## src/rtl/tag_lookup_ctrl_pkg.sv

```systemverilog
`default_nettype none
`timescale 1ns/1ps
// ============================================================================
// Package    : tag_ctrl_pkg
// Description: Shared state encoding and geometry helpers for tag_lookup_ctrl.
// Revision   : 1.0 - initial release
// ============================================================================
package tag_ctrl_pkg;

    localparam int DEF_AWIDTH = 3;
    localparam int DEF_DWIDTH = 9;

    typedef enum logic [2:0] {
        ST_INIT   = 3'd0,
        ST_IDLE   = 3'd1,
        ST_LOOKUP = 3'd2,
        ST_WRITE  = 3'd3,
        ST_RESP   = 3'd4
    } state_t;

    function automatic int DEPTH(input int awidth);
        return 1 << awidth;
    endfunction

    function automatic int VALID_BIT(input int dwidth);
        return dwidth - 1;
    endfunction

    function automatic int TAG_W(input int dwidth);
        return dwidth - 1;
    endfunction

endpackage
`default_nettype wire

```

## src/rtl/tag_lookup_ctrl_if.sv

```systemverilog
`default_nettype none
`timescale 1ns/1ps
// ============================================================================
// Interface  : tag_lookup_ctrl_if
// Description: Lookup request / response handshake between cache pipeline
//              (master) and tag lookup controller (slave).
// Revision   : 1.0 - initial release
// ============================================================================
interface tag_lookup_ctrl_if #(
    parameter int AWIDTH = 3,
    parameter int DWIDTH = 9
) ();
    logic              req_valid;
    logic              req_ready;
    logic [AWIDTH-1:0] req_index;
    logic [DWIDTH-2:0] req_tag;
    logic              req_alloc;
    logic              rsp_valid;
    logic              rsp_ready;
    logic              rsp_hit;
    logic              rsp_evict_valid;
    logic [DWIDTH-2:0] rsp_evict_tag;

    modport master (
        output req_valid, req_index, req_tag, req_alloc, rsp_ready,
        input  req_ready, rsp_valid, rsp_hit, rsp_evict_valid, rsp_evict_tag
    );

    modport slave (
        input  req_valid, req_index, req_tag, req_alloc, rsp_ready,
        output req_ready, rsp_valid, rsp_hit, rsp_evict_valid, rsp_evict_tag
    );
endinterface
`default_nettype wire

```

## src/rtl/tag_lookup_ctrl_entry_cmp.sv

```systemverilog
`default_nettype none
`timescale 1ns/1ps
// ============================================================================
// Module     : tag_entry_cmp
// Description: Combinational compare of a stored {valid, tag} entry against a
//              request tag, producing hit and eviction information.
// Revision   : 1.0 - initial release
// ============================================================================
module tag_entry_cmp
    import tag_ctrl_pkg::*;
#(
    parameter int DWIDTH = DEF_DWIDTH
) (
    input  wire logic [DWIDTH-1:0] entry,
    input  wire logic [DWIDTH-2:0] tag,
    input  wire logic              alloc,
    output logic                   hit,
    output logic                   evict_valid,
    output logic [DWIDTH-2:0]      evict_tag
);
    localparam int c_VALID_BIT = VALID_BIT(DWIDTH);

    logic w_valid;

    assign w_valid     = entry[c_VALID_BIT];
    assign hit         = w_valid && (entry[c_VALID_BIT-1:0] == tag);
    assign evict_valid = !hit && alloc && w_valid;
    assign evict_tag   = entry[c_VALID_BIT-1:0];
endmodule
`default_nettype wire

```

## src/rtl/tag_lookup_ctrl.sv

```systemverilog
`default_nettype none
`timescale 1ns/1ps
// ============================================================================
// Module     : tag_lookup_ctrl
// Description: Requester-side controller for a synchronous-read tag RAM:
//              lookup, hit/miss, allocate-on-miss write-back.
//              Optional macro TAG_CLEAR_ON_RESET_EN adds a RAM clear sweep
//              after reset.
// Revision   : 1.0 - initial release
// ============================================================================
module tag_lookup_ctrl
    import tag_ctrl_pkg::*;
#(
    parameter int AWIDTH = DEF_AWIDTH,
    parameter int DWIDTH = DEF_DWIDTH
) (
    input  wire logic              clock,
    input  wire logic              reset_n,
    tag_lookup_ctrl_if.slave       bus,
    output logic [AWIDTH-1:0]      ram_addr,
    output logic [DWIDTH-1:0]      ram_din,
    output logic                   ram_we,
    input  wire logic [DWIDTH-1:0] ram_dout
);
    localparam int c_TAG_W = TAG_W(DWIDTH);

`ifdef TAG_CLEAR_ON_RESET_EN
    localparam state_t            c_RESET_STATE = ST_INIT;
    localparam logic [AWIDTH:0]   c_CNT_END     = (AWIDTH+1)'(DEPTH(AWIDTH));
    logic [AWIDTH:0]              r_cnt;
`else
    localparam state_t            c_RESET_STATE = ST_IDLE;
`endif

    state_t             r_state;
    logic [AWIDTH-1:0]  r_ram_addr;
    logic [DWIDTH-1:0]  r_ram_din;
    logic               r_ram_we;
    logic [c_TAG_W-1:0] r_tag;
    logic               r_alloc;
    logic               r_req_ready;
    logic               r_rsp_valid;
    logic               r_hit;
    logic               r_evict_valid;
    logic [c_TAG_W-1:0] r_evict_tag;

    logic               w_hit;
    logic               w_evict_valid;
    logic [c_TAG_W-1:0] w_evict_tag;

    tag_entry_cmp #(.DWIDTH(DWIDTH)) u_cmp (
        .entry       (ram_dout),
        .tag         (r_tag),
        .alloc       (r_alloc),
        .hit         (w_hit),
        .evict_valid (w_evict_valid),
        .evict_tag   (w_evict_tag)
    );

    always_ff @(posedge clock or negedge reset_n) begin
        if (!reset_n) begin
            r_state       <= c_RESET_STATE;
            r_ram_addr    <= '0;
            r_ram_din     <= '0;
            r_ram_we      <= 1'b0;
            r_tag         <= '0;
            r_alloc       <= 1'b0;
            r_req_ready   <= 1'b0;
            r_rsp_valid   <= 1'b0;
            r_hit         <= 1'b0;
            r_evict_valid <= 1'b0;
            r_evict_tag   <= '0;
`ifdef TAG_CLEAR_ON_RESET_EN
            r_cnt         <= '0;
`endif
        end else begin
            case (r_state)
`ifdef TAG_CLEAR_ON_RESET_EN
                ST_INIT: begin
                    if (r_cnt == c_CNT_END) begin
                        r_ram_we    <= 1'b0;
                        r_req_ready <= 1'b1;
                        r_state     <= ST_IDLE;
                    end else begin
                        r_ram_we    <= 1'b1;
                        r_ram_addr  <= r_cnt[AWIDTH-1:0];
                        r_ram_din   <= '0;
                        r_cnt       <= r_cnt + 1'b1;
                    end
                end
`endif
                ST_IDLE: begin
                    // Ready comes up one cycle after a reset straight into IDLE.
                    if (!r_req_ready) begin
                        r_req_ready <= 1'b1;
                    end else if (bus.req_valid) begin
                        r_ram_addr  <= bus.req_index;
                        r_tag       <= bus.req_tag;
                        r_alloc     <= bus.req_alloc;
                        r_req_ready <= 1'b0;
                        r_state     <= ST_LOOKUP;
                    end
                end
                ST_LOOKUP: begin
                    r_hit         <= w_hit;
                    r_evict_valid <= w_evict_valid;
                    r_evict_tag   <= w_evict_tag;
                    if (!w_hit && r_alloc) begin
                        r_ram_we  <= 1'b1;
                        r_ram_din <= {1'b1, r_tag};
                        r_state   <= ST_WRITE;
                    end else begin
                        r_rsp_valid <= 1'b1;
                        r_state     <= ST_RESP;
                    end
                end
                ST_WRITE: begin
                    r_ram_we    <= 1'b0;
                    r_rsp_valid <= 1'b1;
                    r_state     <= ST_RESP;
                end
                ST_RESP: begin
                    if (bus.rsp_ready) begin
                        r_rsp_valid <= 1'b0;
                        r_req_ready <= 1'b1;
                        r_state     <= ST_IDLE;
                    end
                end
                default: begin
                    r_ram_we <= 1'b0;
                    r_state  <= c_RESET_STATE;
                end
            endcase
        end
    end

    // While ready, the RAM must see the request index on the accept edge.
    assign ram_addr            = r_req_ready ? bus.req_index : r_ram_addr;
    assign ram_din             = r_ram_din;
    assign ram_we              = r_ram_we;
    assign bus.req_ready       = r_req_ready;
    assign bus.rsp_valid       = r_rsp_valid;
    assign bus.rsp_hit         = r_hit;
    assign bus.rsp_evict_valid = r_evict_valid;
    assign bus.rsp_evict_tag   = r_evict_tag;
endmodule
`default_nettype wire

```

## src/flat_wrapper.sv

```systemverilog
// flat-port wrapper written by rule: the top's interface ports become plain ports
module tag_lookup_ctrl_flat import tag_ctrl_pkg::*;
#(
    parameter int AWIDTH = DEF_AWIDTH,
    parameter int DWIDTH = DEF_DWIDTH
)
  (clock, reset_n, ram_addr, ram_din, ram_we, ram_dout, bus_req_valid, bus_req_index, bus_req_tag, bus_req_alloc, bus_rsp_ready, bus_req_ready, bus_rsp_valid, bus_rsp_hit, bus_rsp_evict_valid, bus_rsp_evict_tag);
  tag_lookup_ctrl_if #(.AWIDTH(AWIDTH), .DWIDTH(DWIDTH)) bus_i ();
  input  wire logic clock;
  input  wire logic reset_n;
  output logic [AWIDTH-1:0] ram_addr;
  output logic [DWIDTH-1:0] ram_din;
  output logic ram_we;
  input  wire logic [DWIDTH-1:0] ram_dout;
  input wire logic [$bits(bus_i.req_valid)-1:0] bus_req_valid;
  input wire logic [$bits(bus_i.req_index)-1:0] bus_req_index;
  input wire logic [$bits(bus_i.req_tag)-1:0] bus_req_tag;
  input wire logic [$bits(bus_i.req_alloc)-1:0] bus_req_alloc;
  input wire logic [$bits(bus_i.rsp_ready)-1:0] bus_rsp_ready;
  output wire logic [$bits(bus_i.req_ready)-1:0] bus_req_ready;
  output wire logic [$bits(bus_i.rsp_valid)-1:0] bus_rsp_valid;
  output wire logic [$bits(bus_i.rsp_hit)-1:0] bus_rsp_hit;
  output wire logic [$bits(bus_i.rsp_evict_valid)-1:0] bus_rsp_evict_valid;
  output wire logic [$bits(bus_i.rsp_evict_tag)-1:0] bus_rsp_evict_tag;
  assign bus_i.req_valid = bus_req_valid;
  assign bus_i.req_index = bus_req_index;
  assign bus_i.req_tag = bus_req_tag;
  assign bus_i.req_alloc = bus_req_alloc;
  assign bus_i.rsp_ready = bus_rsp_ready;
  assign bus_req_ready = bus_i.req_ready;
  assign bus_rsp_valid = bus_i.rsp_valid;
  assign bus_rsp_hit = bus_i.rsp_hit;
  assign bus_rsp_evict_valid = bus_i.rsp_evict_valid;
  assign bus_rsp_evict_tag = bus_i.rsp_evict_tag;
  tag_lookup_ctrl #(.AWIDTH(AWIDTH), .DWIDTH(DWIDTH)) u_core (.clock(clock), .reset_n(reset_n), .bus(bus_i), .ram_addr(ram_addr), .ram_din(ram_din), .ram_we(ram_we), .ram_dout(ram_dout));
endmodule
```

## config.mk

```make
export PLATFORM = sky130hd
export DESIGN_NAME = tag_lookup_ctrl_flat
export DESIGN_NICKNAME = d
export VERILOG_FILES = /design/src/rtl/tag_lookup_ctrl_pkg.sv /design/src/rtl/tag_lookup_ctrl_if.sv /design/src/rtl/tag_lookup_ctrl_entry_cmp.sv /design/src/rtl/tag_lookup_ctrl.sv /design/src/flat_wrapper.sv
export SDC_FILE = /design/constraint.sdc
export NUM_CORES = 1
export LEC_CHECK = 0
export ABC_AREA = 1
export BUFFER_PORTS_ARGS = -buffer_cell sky130_fd_sc_hd__buf_2
export CAP_MARGIN = 40
export CORE_MARGIN = 2
export CORE_UTILIZATION = 23
export DETAILED_ROUTE_END_ITERATION = 16
export PLACE_DENSITY = 0.42
export SYNTH_ARGS = -nofsm -noshare
export SYNTH_HDL_FRONTEND = slang
export SYNTH_SLANG_ARGS = --single-unit
```

## constraint.sdc

```tcl
create_clock -name clock -period 1.3 [get_ports clock]
set_input_delay 0.325 -clock clock [delete_from_list [all_inputs] [get_ports clock]]
set_output_delay 0.325 -clock clock [all_outputs]
set_load 0.02 [all_outputs]
```

==> flow_metrics.tcl, run 1 <==
set metrics [dict create \
    status "finished, violations left" \
    violations "negative setup slack" \
    drive_gt1_share_pct 63.7 \
    utilization_pct 40.8 \
    p_sw_mw 2.74 \
    die_y_um 89.8 \
    stdcell_area_um2 2930 \
    maxCapViolCount 0 \
    multi_input_area_um2 878 \
    hp-class "input pin to flip-flop" \
    synth_seq_area_share_pct 54.8 \
    cp_slowest_stage_delay_ps 400 \
    cts_inserted_buffers 5 \
    area_growth_pct 73.2 \
    ant_nets 0 \
    holdPathStages 3 \
    firstDrtPassIters 4 \
    via_per_inst 4.01 \
    power_density_nw_per_um2 2260 \
    pwr-share-seq_pct 32.0 \
    grt_util_all_layers_pct 11.5 \
    wire_per_inst_um 11.8 \
    use_met3_pct 3.86 \
    htree_levels 2 \
    grt_use_met2_pct 19.6 \
    skew_ps 7.95 \
    swShare_pct 41.3 \
    rr_worst_depth 4 \
    max-vdd-ir-drop_mv 0.506 \
    placeableCoreArea_um2 7180 \
    fillerInstances 718 \
    worstPathArrival_ps 1120 \
    grt_pass1_wl_um 7490 \
    slew_violations 0 \
    antennaDiodeCount 0 \
    syn_area_um2 1690 \
    portBuffers 49 \
    die_width_um 89.8 \
    fin_crit_sh_pct 111 \
    finalNetCount 316 \
    cp-end-kind "output port" \
    drcViolationCount 0 \
    cp.required_ps 980 \
    synth.avg_cell_area_um2 9.05 \
    setup_violations 27 \
    worst_pin_slew_ps 333 \
    p_leak_nw 1.49 \
    die-area_um2 8060 \
    grt_pass1_vias 1608 \
    start_util_pct 23.6 \
    clockBufferDepth 2 \
    synth_cell_types 24 \
    rows 31 \
    p_clk_share_pct 11.9 \
    cp-start-kind "flip-flop" \
    syn_nets 212 \
    critPathKind "flip-flop to output port" \
    yosys_warnings 0 \
    ys_ff_latch 37 \
    place_ws_ps -168 \
    synth_cells 187 \
    p_comb_share_pct 56.0 \
    relSlewSlack_pct 77.8 \
    gp_congestion 0.711 \
    cts.sinks 37 \
    num_io_pins 50 \
    grt_antenna_before_repair 0 \
    drtIter0Drc 50 \
    intPower_mw 3.90 \
    via_count 1567 \
    grt_overflow_total 0 \
    finalCriticalPeriod_ps 1450 \
    use_met1_pct 14.1 \
    holdWs_ps 271 \
    insertion_delay_ps 290 \
    cp_slowest_cell "dfrtp_1" \
    finalHoldViolCount 0 \
    crit_path_max_fanout 6 \
    seqCellArea_um2 927 \
    cts_tree "built" \
    placed_cell_area_um2 2310 \
    grt_start_max_net_pins 17 \
    dpl.cell_count 360 \
    worst_slack_ps -149 \
    place_hpwl_um 3210 \
    crit_chain "buf_6, nor2_4, a21oi_2, buf_4" \
    fmax_ghz 0.690 \
    clk_pin_slew_worst_paths_ps 80 \
    wl_um 4610 \
    finalNonFillerCells 391 \
    rsz0062_at_grt "yes" \
    cts_root_buf "clkbuf_8" \
    top_usage_layer "met2" \
]
[flip-flops by register name, summed over array words and instances, names as in the netlist]
register,flops
u_core.ram_din,9
u_core.bus.rsp_valid,1
u_core.bus.rsp_hit,1
u_core.r_alloc,1
u_core.r_tag,8
u_core.ram_we,1
u_core.bus.rsp_evict_valid,1
u_core.r_state,3
u_core.bus.req_ready,1
u_core.bus.rsp_evict_tag,8
u_core.r_ram_addr,3
[metal layers]
metal,part of all wire [%],vias up
li1,-,790
met1,44,738
met2,50,33
met3,4.6,6
met4,1.3,0
met5,0,-
[cell families after synthesis]
group | count (synthesis) | synth area share (%)
AO/OA/AOI/OAI | 36 | 14.8
XOR/XNOR | 1 | 0.518
buffers and inverters | 33 | 8.73
flip-flops | 37 | 54.8
multiplexers | 1 | 0.666
AND/OR/NAND/NOR | 79 | 20.5
[repair_timing]
action | 4_1_cts | 5_1_grt
pin swaps | 12 | 11
endpoints found under the hold margin | 11 | 0
resized for setup | 52 | 43
gates cloned | 1 | 2
setup buffers | 18 | 3
setup endpoints to repair | 32 | 40
hold buffers | 1 | 0
[power by group through the flow]
stage | clock, mW | sequential (mW) | combinational [mW]
2_1_floorplan | 0 | 2.33 | 1.32
3_3_place_gp | 0 | 2.00 | 2.70
3_5_place_dp | 0 | 2.01 | 2.71
4_1_cts | 0.817 | 2.05 | 3.36
5_1_grt | 0.887 | 2.19 | 4.03
6_report | 0.792 | 2.13 | 3.72
[synthesized netlist by cell type, drive strengths merged]
cell type / instances / area, µm²
mux2: 1 / 11.3
dfstp: 1 / 26.3
a21oi: 14 / 81.3
o31ai: 1 / 7.51
or2: 1 / 6.26
nand3: 8 / 57.6
nor3: 1 / 16.3
nand2: 54 / 203
o21ai: 21 / 161
inv: 27 / 101
clkbuf: 1 / 3.75
buf: 5 / 42.5
xor2: 1 / 8.76
nor2: 15 / 63.8
dfrtp: 36 / 901
[worst max-delay path, delay by kind of cell, from the launching register on]
kind	cells	cell delay [ps]
DFF	1	400
buffers and inverters	2	300
and+or+nand+nor	1	100
AOI/OAI and AO/OA	1	30
[path summary, 6_finish.rpt]
kind | slack (ps) | end | startpoint
setup / recovery | -150 | ram_addr[1] | u_core.bus.req_ready
hold / removal | 270 | u_core.bus.rsp_evict_tag[7] | ram_dout[7]
setup reg to reg | -100 | u_core.r_alloc | u_core.r_state[0]
hold reg to reg | 480 | u_core.ram_din[8] | u_core.ram_din[8]
max in group asynchronous | 350 | u_core.r_state[0] | reset_n
min in group asynchronous | 460 | u_core.bus.rsp_evict_tag[4] | reset_n
[final cells by class]
type | instances | area share, %
multi-input combinational | 117 | 30.0
sequential | 37 | 31.6
timing repair buffer | 103 | 27.8
inverter | 27 | 3.63
tap | 99 | 4.23
clock buffer | 7 | 2.60
clock inverter | 1 | 0.171
[metrics by stage]
step | total power, mW | TNS (ps)
2_1_floorplan | 3.65 | -131
3_3_place_gp | 4.70 | -2540
3_5_place_dp | 4.72 | -3100
4_1_cts | 6.22 | -1890
5_1_grt | 7.11 | -4880
6_report | 6.63 | -1830
[cell usage in the layout (no fill, tap or decap), drive strengths merged]
master	synthesis	layout
clkinv	0	1
dfstp	1	1
nor3	1	1
xor2	1	1
clkbuf	1	9
nand2	54	54
o21ai	21	21
nand3	8	8
nor2	15	15
inv	27	27
o31ai	1	1
mux2	1	1
or2	1	1
buf	5	100
dlygate4sd3	0	1
a21oi	14	14
dfrtp	36	36
Note: power is estimated with default switching activity, not from simulation.
==> run 2: changes to the inputs <==
- CELL_PAD_IN_SITES_DETAIL_PLACEMENT: not set -> 2
- CELL_PAD_IN_SITES_GLOBAL_PLACEMENT: not set -> 2
- PLACE_DENSITY: 0.42 -> 0.65
==> flow_metrics.tcl, run 2 (synthesis results as in run 1) <==
set metrics [dict create \
    finalCriticalPeriod_ps 1450 \
    firstDrtPassIters 4 \
    power_density_nw_per_um2 2330 \
    wire_per_inst_um 13.6 \
    hp-class "input pin to flip-flop" \
    layout_common_cells "45 x buf_2, 38 x nand2_1, 34 x dfrtp_1" \
    placeableCoreArea_um2 7180 \
    relSlewSlack_pct 70.3 \
    clockBufferDepth 2 \
    violations "negative setup slack" \
    grt_util_all_layers_pct 13.1 \
    dpl.cell_count 358 \
    cp-start-kind "flip-flop" \
    htree_levels 2 \
    status "finished, violations left" \
    max-vdd-ir-drop_mv 0.608 \
    place_hpwl_um 3960 \
    num_io_pins 50 \
    worstPathArrival_ps 1130 \
    mostFrequentLayoutCell "buf_2" \
    fillerInstances 798 \
    slew_violations 0 \
    cp.required_ps 980 \
    setup_violations 29 \
    holdWs_ps 289 \
    drive_gt1_share_pct 60.4 \
    wl_um 5130 \
    largest_register_ffs 9 \
    drcViolationCount 0 \
    area_growth_pct 63.8 \
    gp_congestion 0.775 \
    cp-end-kind "output port" \
    finalNetCount 302 \
    die_y_um 89.8 \
    crit_path_max_fanout 8 \
    fin_crit_sh_pct 112 \
    rsz0062_at_grt "yes" \
    grt_antenna_before_repair 0 \
    cts_inserted_buffers 5 \
    grt_start_max_net_pins 18 \
    grt_pass1_vias 1689 \
    fmax_ghz 0.688 \
    finalHoldViolCount 0 \
    insertion_delay_ps 290 \
    via_per_inst 4.18 \
    finalNonFillerCells 377 \
    grt_overflow_total 0 \
    start_util_pct 23.6 \
    worst_slack_ps -153 \
    critPathKind "flip-flop to output port" \
    drtIter0Drc 25 \
    clk_pin_slew_worst_paths_ps 70 \
    maxCapViolCount 0 \
    cts_tree "built" \
    ant_nets 0 \
    cts.sinks 37 \
    grt_pass1_wl_um 8340 \
    p_leak_nw 1.41 \
    cts_root_buf "clkbuf_8" \
    die-area_um2 8060 \
    skew_ps 11.0 \
    rows 31 \
    portBuffers 49 \
    antennaDiodeCount 0 \
    via_count 1576 \
    worst_pin_slew_ps 445 \
    die_width_um 89.8 \
]
[run 2: report_power, final]
part	internal, mW	switching, mW
combinational	1.51	1.80
sequential	1.68	0.423
clock	0.626	0.409
total	3.82	2.63
[run 2: worst paths after layout]
| kind | start | to | slack (ps) | depth (start not counted) |
|---|---|---|---|---|
| min reg2reg | u_core.bus.rsp_evict_tag[4] | u_core.bus.rsp_evict_tag[4] | 470 | 2 |
| min in group asynchronous | reset_n | u_core.bus.rsp_evict_tag[5] | 520 | 2 |
| max reg2reg | u_core.r_state[0] | u_core.r_tag[7] | -110 | 6 |
| max in group asynchronous | reset_n | u_core.ram_din[7] | 360 | 3 |
| min | ram_dout[7] | u_core.bus.rsp_evict_tag[7] | 290 | 3 |
| max | u_core.bus.req_ready | ram_addr[2] | -150 | 3 |
[run 2: per-stage QoR]
| step | instance area, µm² | setup TNS [ps] | setup WS [ps] | total power [mW] | utilization, % |
|---|---|---|---|---|---|
| global route | 2770 | -5280 | -210 | 6.94 | 38.6 |
| CTS | 2640 | -3650 | -153 | 6.28 | 36.7 |
| detailed placement | 2290 | -4480 | -224 | 4.73 | 32.0 |
| finish | 2770 | -2670 | -153 | 6.45 | 38.6 |
| floorplan | 1710 | -131 | -27.7 | 3.65 | - |
| global placement | 2290 | -2970 | -188 | 4.61 | 32.0 |
[run 2: per-layer routing]
| metal | share of wire (%) | track usage (%) |
|---|---|---|
| met1 | 42 | 15.9 |
| met2 | 53 | 23.0 |
| met3 | 4.3 | 3.44 |
| met4 | 1.3 | 3.85 |
| met5 | 0 | 0 |
[run 2: area by class of cell]
cell class	instances	area (µm²)	area share (%)
Sequential cell	37	930	33.5
Multi-Input combinational cell	117	830	29.9
Timing Repair Buffer	89	666	24.0
Tap cell	99	124	4.47
Inverter	27	106	3.84
Clock buffer	7	86.3	3.12
Clock inverter	1	30.0	1.08
[run 2: timing repair]
| item | CTS | global route |
|---|---|---|
| endpoints found under the hold margin | 12 | 0 |
| setup buffers | 5 | 6 |
| hold buffers | 1 | 0 |
| gates resized for setup | 53 | 30 |
| pin swaps | 10 | 12 |
| setup endpoints to repair | 37 | 41 |
| gates cloned | 0 | 0 |
[run 2: worst max-delay path, cell delays in order, from the launching register on]
cell and delay, ps:
dfrtp_2 500, nor2_2 150, a21oi_2 40, buf_4 160
==> run 3: changes to the inputs <==
- CTS_BUF_LIST: not set -> sky130_fd_sc_hd__clkbuf_4 sky130_fd_sc_hd__clkbuf_8
==> flow_metrics.tcl, run 3 (synthesis results as in run 1) <==
set metrics [dict create \
    fin_crit_sh_pct 112 \
    stdcell_area_um2 2780 \
    rr_worst_depth 6 \
    grt_antenna_before_repair 0 \
    cp_num_buf_inv 1 \
    rows 31 \
    holdWs_ps 285 \
    cts_tree "built" \
    r2r-end "u_core.r_tag[7]" \
    firstDrtPassIters 4 \
    r2r_slack_ps -110 \
    grt_pass1_vias 1691 \
    placeableCoreArea_um2 7180 \
    cp.required_ps 980 \
    gp_congestion 0.775 \
    die-area_um2 8060 \
    largest_register_ffs 9 \
    rsz0062_at_grt "yes" \
    min_from "ram_dout[7]" \
    setup_tns_ps -2670 \
    violations "negative setup slack" \
    cp_slowest_stage_delay_ps 500 \
    clockBufferDepth 2 \
    pwr-share-seq_pct 32.5 \
    holdPathStages 3 \
    cp-start-kind "flip-flop" \
    relSlewSlack_pct 70.0 \
    mostFrequentLayoutCell "buf_2" \
    setup_violations 30 \
    critPathTopFamily "flip-flops" \
    grt_util_all_layers_pct 13.2 \
    p_comb_share_pct 51.1 \
    drcViolationCount 0 \
    clk_pin_slew_worst_paths_ps 70 \
    drtIter0Drc 24 \
    status "finished, violations left" \
    worst_slack_ps -154 \
    drive_gt1_share_pct 61.2 \
    portBuffers 49 \
    insertion_delay_ps 290 \
    wire_per_inst_um 13.7 \
    die_width_um 89.8 \
    intPower_mw 3.84 \
    max-vdd-ir-drop_mv 0.609 \
    via_count 1572 \
    finalNetCount 302 \
    hp-class "input pin to flip-flop" \
    p_sw_mw 2.65 \
    ant_nets 0 \
    worstPathArrival_ps 1130 \
    wl_um 5170 \
    finalHoldViolCount 0 \
    placed_cell_area_um2 2290 \
    power_density_nw_per_um2 2340 \
    crit_chain "nor2_2, a21oi_2, buf_4" \
    p_clk_share_pct 16.4 \
    fmax_ghz 0.688 \
    die_y_um 89.8 \
    cp_slowest_cell "dfrtp_2" \
    reg2reg_from "u_core.r_state[0]" \
    skew_ps 11.1 \
    crit_path_start "u_core.bus.req_ready" \
    area_growth_pct 64.1 \
    maxCapViolCount 0 \
    cts_root_buf "clkbuf_8" \
    finalCriticalPeriod_ps 1450 \
    worst_pin_slew_ps 450 \
    grt_pass1_wl_um 8390 \
    grt_start_max_net_pins 18 \
    via_per_inst 4.17 \
    p_leak_nw 1.41 \
    cts_inserted_buffers 5 \
    num_io_pins 50 \
    antennaDiodeCount 0 \
    layout_common_cells "45 x buf_2, 38 x nand2_1, 34 x dfrtp_1" \
    place_hpwl_um 3960 \
    crit_path_max_fanout 8 \
    timing.critical_path.to "ram_addr[2]" \
    cp_num_cells 3 \
    swShare_pct 40.8 \
    start_util_pct 23.6 \
    slew_violations 0 \
    cts.sinks 37 \
    critPathKind "flip-flop to output port" \
    grt_overflow_total 0 \
    htree_levels 2 \
    cp-end-kind "output port" \
]
run 3: per-stage QoR:
stage / utilization, % / power (mW) / cells / setup WS, ps
3_3_place_gp: 32.0 / 4.61 / 358 / -188
2_1_floorplan: - / 3.65 / 187 / -27.7
3_5_place_dp: 32.0 / 4.73 / 358 / -224
6_report: 38.7 / 6.49 / 377 / -154
4_1_cts: 36.8 / 6.31 / 372 / -155
5_1_grt: 38.7 / 6.97 / 377 / -210
run 3: repair_timing:
action,CTS,global route
endpoints found under the hold margin,12,0
hold buffers,1,0
setup endpoints to repair,37,41
buffers inserted,5,6
pin swaps,10,12
resized for setup,53,31
run 3: worst min-delay path by stage:
stage / end / slack (ps)
2_1_floorplan: u_core.bus.req_ready / 30
3_3_place_gp: u_core.bus.rsp_evict_tag[5] / 290
3_5_place_dp: u_core.bus.rsp_evict_tag[5] / 300
4_1_cts: u_core.r_alloc / 280
5_1_grt: u_core.r_alloc / 280
6_report: u_core.bus.rsp_evict_tag[7] / 290
run 3: metal layers:
layer  part of all wire [%]  up-vias  track usage [%]
met1                     42      770             16.0
met2                     53       37             23.1
met5                      0        -                0
met4                    1.2        0             3.85
met3                    4.3        6             3.44
li1                       -      759                -
run 3: cell type report:
cell class,instances,area (µm²)
clock inverters,1,30.0
flip-flops and latches,37,930
repair buffers,89,666
multi-input cells,117,830
fillers,799,4400
well taps,99,124
inverters,27,106
clock buffers,7,90.1
run 3: tightest hold or removal path, delay by kind of cell:
family,cells,cell delay [ps]
buffers and inverters,1,100
AND/OR/NAND/NOR,2,110
run 3: power by group through the flow:
stage                     Combinational (mW)  Sequential, mW  Clock, mW
after global placement                  2.56            2.05          0
after detailed placement                2.66            2.07          0
after global routing                    3.62            2.19       1.17
after CTS                               3.10            2.11       1.10
after floorplan                         1.32            2.33          0
final                                   3.32            2.11       1.06
